[src/rtl/vga_fb_ctrl_pkg.sv]
// Shared timing defaults, counter/address widths and the pixel-pipeline control word.
// Imported by the VGA timing generator and the framebuffer scan-out top.
package vga_fb_ctrl_pkg;

    localparam int DEF_CLK_DIV     = 4;
    localparam int DEF_H_ACTIVE    = 640;
    localparam int DEF_H_FP        = 16;
    localparam int DEF_H_SYNC      = 96;
    localparam int DEF_H_BP        = 48;
    localparam int DEF_V_ACTIVE    = 480;
    localparam int DEF_V_FP        = 10;
    localparam int DEF_V_SYNC      = 2;
    localparam int DEF_V_BP        = 33;
    localparam int DEF_SCALE_SHIFT = 3;

    localparam int DIV_W = 8;
    localparam int CNT_W = 12;
    localparam int FB_AW = 13;

    // Control bits that travel alongside a pixel from its tick to the pins.
    typedef struct packed {
        logic vld;
        logic en;
        logic hs;
        logic vs;
    } pix_ctl_t;

    localparam pix_ctl_t PIX_CTL_RST = '{vld: 1'b0, en: 1'b0, hs: 1'b1, vs: 1'b1};

endpackage

[src/rtl/vga_fb_ctrl_timing.sv]
// Pixel-enable divider plus h/v raster counters; raw sync/active flags are combinational
// on the counters, frame_start fires on the tick at (0, V_ACTIVE). No backpressure.
module vga_timing
    import vga_fb_ctrl_pkg::*;
#(
    parameter int CLK_DIV  = DEF_CLK_DIV,
    parameter int H_ACTIVE = DEF_H_ACTIVE,
    parameter int H_FP     = DEF_H_FP,
    parameter int H_SYNC   = DEF_H_SYNC,
    parameter int H_BP     = DEF_H_BP,
    parameter int V_ACTIVE = DEF_V_ACTIVE,
    parameter int V_FP     = DEF_V_FP,
    parameter int V_SYNC   = DEF_V_SYNC,
    parameter int V_BP     = DEF_V_BP
) (
    input  logic             sys_clk,
    input  logic             sys_rst,
    output logic             tick,
    output logic [CNT_W-1:0] h,
    output logic [CNT_W-1:0] v,
    output logic             active,
    output logic             hsync_raw,
    output logic             vsync_raw,
    output logic             frame_start
);

    localparam int H_TOTAL = H_ACTIVE + H_FP + H_SYNC + H_BP;
    localparam int V_TOTAL = V_ACTIVE + V_FP + V_SYNC + V_BP;

    localparam logic [DIV_W-1:0] DIV_MAX = DIV_W'(CLK_DIV - 1);
    localparam logic [CNT_W-1:0] H_MAX   = CNT_W'(H_TOTAL - 1);
    localparam logic [CNT_W-1:0] V_MAX   = CNT_W'(V_TOTAL - 1);
    localparam logic [CNT_W-1:0] H_ACT   = CNT_W'(H_ACTIVE);
    localparam logic [CNT_W-1:0] V_ACT   = CNT_W'(V_ACTIVE);
    localparam logic [CNT_W-1:0] HS_BEG  = CNT_W'(H_ACTIVE + H_FP);
    localparam logic [CNT_W-1:0] HS_END  = CNT_W'(H_ACTIVE + H_FP + H_SYNC);
    localparam logic [CNT_W-1:0] VS_BEG  = CNT_W'(V_ACTIVE + V_FP);
    localparam logic [CNT_W-1:0] VS_END  = CNT_W'(V_ACTIVE + V_FP + V_SYNC);

    logic [DIV_W-1:0] div;

    assign tick = (div == DIV_MAX);

    always_ff @(posedge sys_clk or negedge sys_rst) begin
        if (!sys_rst) begin
            div <= '0;
            h   <= '0;
            v   <= '0;
        end else begin
            div <= tick ? '0 : div + 1'b1;
            if (tick) begin
                if (h == H_MAX) begin
                    h <= '0;
                    v <= (v == V_MAX) ? '0 : v + 1'b1;
                end else begin
                    h <= h + 1'b1;
                end
            end
        end
    end

    assign active      = (h < H_ACT) && (v < V_ACT);
    assign hsync_raw   = !((h >= HS_BEG) && (h < HS_END));
    assign vsync_raw   = !((v >= VS_BEG) && (v < VS_END));
    assign frame_start = tick && (h == '0) && (v == V_ACT);

endmodule

[src/rtl/vga_fb_ctrl.sv]
// VGA scan-out: fetches upscaled RGB332 framebuffer bytes and drives the pins.
// Latency 3 sys_clk from pixel tick to pins (tick -> fb_rd -> fb_data valid -> pins); no backpressure.
module vga_fb_ctrl
    import vga_fb_ctrl_pkg::*;
#(
    parameter int CLK_DIV     = DEF_CLK_DIV,
    parameter int H_ACTIVE    = DEF_H_ACTIVE,
    parameter int H_FP        = DEF_H_FP,
    parameter int H_SYNC      = DEF_H_SYNC,
    parameter int H_BP        = DEF_H_BP,
    parameter int V_ACTIVE    = DEF_V_ACTIVE,
    parameter int V_FP        = DEF_V_FP,
    parameter int V_SYNC      = DEF_V_SYNC,
    parameter int V_BP        = DEF_V_BP,
    parameter int SCALE_SHIFT = DEF_SCALE_SHIFT
) (
    input  logic             sys_clk,
    input  logic             sys_rst,
    input  logic             enable,
    output logic             fb_rd,
    output logic [FB_AW-1:0] fb_addr,
    input  logic [7:0]       fb_data,
    output logic [2:0]       vga_red,
    output logic [2:0]       vga_grn,
    output logic [1:0]       vga_blu,
    output logic             vga_hsync,
    output logic             vga_vsync,
    output logic             frame_start
);

    localparam int               FB_W   = H_ACTIVE >> SCALE_SHIFT;
    localparam logic [FB_AW-1:0] FB_W_A = FB_AW'(FB_W);

    logic             tick;
    logic [CNT_W-1:0] h;
    logic [CNT_W-1:0] v;
    logic             active;
    logic             hsync_raw;
    logic             vsync_raw;

    vga_timing #(
        .CLK_DIV  (CLK_DIV),
        .H_ACTIVE (H_ACTIVE),
        .H_FP     (H_FP),
        .H_SYNC   (H_SYNC),
        .H_BP     (H_BP),
        .V_ACTIVE (V_ACTIVE),
        .V_FP     (V_FP),
        .V_SYNC   (V_SYNC),
        .V_BP     (V_BP)
    ) u_timing (
        .sys_clk     (sys_clk),
        .sys_rst     (sys_rst),
        .tick        (tick),
        .h           (h),
        .v           (v),
        .active      (active),
        .hsync_raw   (hsync_raw),
        .vsync_raw   (vsync_raw),
        .frame_start (frame_start)
    );

    logic             fetch;
    logic [FB_AW-1:0] fb_row;
    logic [FB_AW-1:0] fb_col;
    logic [FB_AW-1:0] addr_nxt;
    pix_ctl_t         s1;
    pix_ctl_t         s2;

    assign fetch    = tick && active && enable;
    assign fb_row   = FB_AW'(v >> SCALE_SHIFT);
    assign fb_col   = FB_AW'(h >> SCALE_SHIFT);
    assign addr_nxt = fb_row * FB_W_A + fb_col;

    // s1 covers the fb_rd cycle, s2 the cycle fb_data is valid; pins load on the edge after s2.
    always_ff @(posedge sys_clk or negedge sys_rst) begin
        if (!sys_rst) begin
            fb_rd                       <= 1'b0;
            fb_addr                     <= '0;
            s1                          <= PIX_CTL_RST;
            s2                          <= PIX_CTL_RST;
            {vga_red, vga_grn, vga_blu} <= '0;
            vga_hsync                   <= 1'b1;
            vga_vsync                   <= 1'b1;
        end else begin
            fb_rd <= fetch;
            if (fetch) begin
                fb_addr <= addr_nxt;
            end
            s1 <= '{vld: tick, en: fetch, hs: hsync_raw, vs: vsync_raw};
            s2 <= s1;
            if (s2.vld) begin
                {vga_red, vga_grn, vga_blu} <= s2.en ? fb_data : 8'h00;
                vga_hsync                   <= s2.hs;
                vga_vsync                   <= s2.vs;
            end
        end
    end

endmodule

[config.mk]
export PLATFORM = sky130hd
export DESIGN_NAME = vga_fb_ctrl
export DESIGN_NICKNAME = d
export VERILOG_FILES = /design/src/rtl/vga_fb_ctrl_pkg.sv /design/src/rtl/vga_fb_ctrl_timing.sv /design/src/rtl/vga_fb_ctrl.sv
export SDC_FILE = /design/constraint.sdc
export NUM_CORES = 1
export LEC_CHECK = 0
export CORE_MARGIN = 2
export CORE_UTILIZATION = 50
export DETAILED_ROUTE_END_ITERATION = 16
export MAX_ROUTING_LAYER = met4
export PLACE_DENSITY = 0.74
export SKIP_CTS_REPAIR_TIMING = 1
export SLEW_MARGIN = 0
export SYNTH_ARGS = -nofsm -noshare
export SYNTH_HDL_FRONTEND = slang
export SYNTH_HIERARCHICAL = 1
export SYNTH_SLANG_ARGS = --single-unit
[constraint.sdc]
create_clock -name sys_clk -period 7.4 [get_ports sys_clk]
set_input_delay 2.22 -clock sys_clk [delete_from_list [all_inputs] [get_ports sys_clk]]
set_output_delay 2.22 -clock sys_clk [all_outputs]
set_load 0.02 [all_outputs]
; Yosys cells after proc, flatten, opt, wreduce, memory -nomap -nowiden
; Index checks and enable logic that the tools add are counted.
[word_totals]
register_bits = 63
in_bits = 11
out_inout_bits = 25
wordCells = 47
[op_classes]
n_addsub = 4
multipliers = 1
order_cmp = 6
n_eq_ne = 4
mux = 4
reduce_logical = 11
[ops]
columns = operator, count
row1 = $add A12 B1 Y12 const B, 2
row2 = $eq A12 B10 Y1 const B, 2
row3 = $lt A12 B10 Y1 const B, 2
row4 = $lt A12 B9 Y1 const B, 2
row5 = $mux W12, 2
row6 = $mux W8, 2
row7 = $add A13 B9 Y13, 1
row8 = $eq A12 B9 Y1 const B, 1
row9 = $ge A12 B10 Y1 const B, 1
row10 = $ge A12 B9 Y1 const B, 1
row11 = $logic_not A12 Y1, 1
row12 = $mul A9 B3 Y9 const B, 1
row13 = $add A8 B1 Y8 const B, 1
row14 = $eq A8 B2 Y1 const B, 1
row15 = $logic_and A1 B1 Y1, 7
row16 = $logic_not A1 Y1, 2
row17 = $reduce_and A2 Y1, 1

; Depth between registers and ports, before layout
[logic_depth]
ltp_word = 4
depth_mapped = 10
ltp_nobuf = 10

; Hierarchy
; Netlist, hierarchy kept.
[modules_own_cells]
columns = mod, n_inst, cells_per_inst, area_each_um2, seq_area_each_um2
row1 = vga_timing, 1, 183, 1732.9, 800.8
row2 = vga_fb_ctrl, 1, 146, 1536.5, 783.3

; Worst setup path before layout
; Ideal clock, no wire load.
[synth_path]
kind = register -> output
from = register u_timing.div[0]
to = output port frame_start
t_arrival_ps = 2038
t_required_ps = 5180
setup_slack_ps = 3142
path_stages_with_launch = 7
path_cell_list = dfrtp_1 ha_1 or3b_2 or2_2 clkbuf_1 nor4_1 and3_1
[synth_via]
elab_chain_len = 3
[synth_rtl]
columns = item, line
row1 = start: declaration, vga_fb_ctrl_timing.sv:40  ; logic [DIV_W-1:0] div;
row2 = start signal: assignment, vga_fb_ctrl_timing.sv:50  ; div <= tick ? '0 : div + 1'b1;
row3 = $eq A8 B2 Y1, vga_fb_ctrl_timing.sv:42  ; assign tick = (div == DIV_MAX);
row4 = $logic_and A1 B1 Y1 (2 in series), vga_fb_ctrl_timing.sv:65  ; assign frame_start = tick && (h == '0) && (v == V_ACT);
row5 = end: declaration, vga_fb_ctrl.sv:28  ; output logic frame_start
; No other way between the ends.

; Final worst setup path
; Ends and elaborated chain as after synthesis.

==> impl_metrics.ini <==
[place]
pre_cts_slack_ps = 2550
routabilityCongestion = 0.880
placed_area_sq_um = 3680
port-buffer-count = 35
place_inst = 431
hpwl_um = 4480

[synthesis]
synth_top_area_share_pct = 43.6
synth_edf_count = 0
synth-seq-area-share_pct = 48.5
synth_area_per_cell_sq_um = 9.94
synth-async-reset-ratio_pct = 100
synth_ff_type = dfrtp_1
syn_nets = 363
yosys_warnings = 6
synthCells = 329
ys_ff_latch = 63
synth_area_leaders = dfrtp_1 44%, ha_1 8.0%, dfstp_2 4.8%
ys_types = 42
yosysTopAreaCell = dfrtp_1
syn-cell-area_sq_um = 3270

[setup_path]
path_class = reg -> out
end_kind = output pin
worstPathArrival_ps = 3010
cp.required_ps = 5180
crit_fanout = 21
setup.worst_path.start_class = flop

[timing]
worst_pin_slew_ps = 767
slew_viol_final = 0
hold_ws_ps = 344
skew_ps = 10.1
setup_slack_ps = 2170
slew-limit-headroom_pct = 48.8
rsz0062_at_grt = false
setup_viol = 0
fin_crit_ps = 5230
min_period_over_period_pct = 70.7
final_hold_viol_count = 0
fin_setup_tns_ps = 0
fmax_mhz = 191

[global_route]
grt_overflow = 0
grt_pass1_wl_um = 11600
antenna_found_initial = 0
grt_max_degree = 64
grt_pass1_vias = 2489
grt_usage_pct = 20.8

[outcome]
outcome = finished, final reports clean

[drt]
viasPerCell = 5.61
vias = 2508
drtAntennaViolNets = 0
first_iter_violations = 141
dr.pass1.iters = 4
drc = 0
routed_wl_um = 6520
wl_per_cell_um = 14.6

[cells_and_area]
final_common_cell = dfrtp_1
seq_area_sq_um = 1580
multi_input_area_sq_um = 1570
fin_area_sq_um = 3880
final_cells = 447
diodes = 0
final_cell_mix = 57 x dfrtp_1, 36 x nand2_1, 34 x clkdlybuf4s50_1
fill_cells = 508
nets = 399
fin_util_pct = 61.1
syn2layout_area_growth_pct = 18.7
drive_above_1_share_pct = 8.92

[clocking]
cts_inserted_buffers = 9
htreeDepth = 3
clk_latency_ps = 350
cts.clk_slew.worst_paths_ps = 80
cts.path.max_buffers = 2
cts_root_buffer = clkbuf_8
cts_tree = built
cts.sinks = 63

[min_path]
hold_class = reg -> reg

[power]
leakagePower_nw = 1.77
finalPower_mw = 0.680
pwr_density_cell_nw_per_um2 = 175
irDropWorstVdd_mv = 0.131

[flow_run]
maxCapViolations = 0

[die]
start_util_pct = 51.5
die_height_um = 84.9
die_area_sq_um = 7200
die_w_um = 84.9
rows = 29
core_area_sq_um = 6350
boundaryPins = 36
## synth_stat cells (2+ instances only)
master and instances:
clkbuf_1 9, a31oi_1 3, nand2b_1 3, nor2_1 9, ha_1 21, xor2_1 9
and2_1 2, a21oi_1 7, nor3_1 6, dfstp_2 6, nand4_1 13, nor4_1 5
a211oi_1 3, o21ai_0 27, xnor2_1 18, nand3_1 29, fa_1 2, o22ai_1 3
and3_1 5, buf_1 2, a21o_1 4, inv_1 17, or2_2 2, clkinv_1 2
or3_1 4, mux2_2 2, nor4b_1 3, and4_1 4, dfrtp_1 57, or4_1 5
nand2_1 36
## sequential cells by signal, summed over array words and instances (netlist names)
name          flops
vga_red           3
s1                4
u_timing/v       12
fb_addr          13
vga_grn           3
vga_vsync         1
u_timing/div      8
u_timing/h       12
vga_hsync         1
vga_blu           2
s2                4
## logic make-up after synthesis
logic type / share of synthesized area, %
xor gates and xnor gates: 7.23
buffers and inverters: 3.60
AOI/OAI and AO/OA: 9.26
adders and majority gates: 9.26
muxes: 0.995
DFF: 48.5
and+or+nand+nor: 21.2
## layout make-up
cell class	instances	share of cell area [%]
well taps	77	2.48
clock buffers	9	3.19
repair buffers	37	9.28
clock inverters	7	2.00
inverters	19	1.84
flip-flops and latches	63	40.8
multi-input cells	235	40.4
## metal layers
| metal | track usage [%] | wire length, um | part of all wire (%) | vias to the layer above |
|---|---|---|---|---|
| met4 | 9.38 | 125 | 1.9 | 0 |
| met1 | 27.5 | 3040 | 47 | 1187 |
| met2 | 30.9 | 3010 | 46 | 66 |
| met3 | 4.47 | 334 | 5.1 | 13 |
| met5 | - | 0 | 0 | - |
| li1 | - | - | - | 1242 |
## where the power goes
group          total [mW]  switching, mW  internal, mW
Sequential          0.350        0.00217         0.347
Combinational      0.0249         0.0137        0.0112
Clock               0.306          0.147         0.159
## path summary, 6_finish.rpt
check | start | to | cells past startpoint | slack, ps
worst max-delay path | u_timing/div[0] | frame_start | 6 | 2170
worst min-delay path | s1[0] | s2[0] | 0 | 340
worst max register to register | u_timing/div[0] | fb_addr[12] | 8 | 4100
worst min register to register | s1[0] | s2[0] | 0 | 340
max in group asynchronous | sys_rst | u_timing/h[1] | 2 | 4880
min in group asynchronous | sys_rst | fb_addr[12] | 2 | 2010
## worst max-delay path, stage by stage, from the launching register on
cell             delay, ps
dfrtp_1                410
ha_1                   240
or3b_2                 470
or2_2                  450
nor4_1                 280
and3_1                 200
clkdlybuf4s50_1        610
Power figures use the tool's default switching activity.
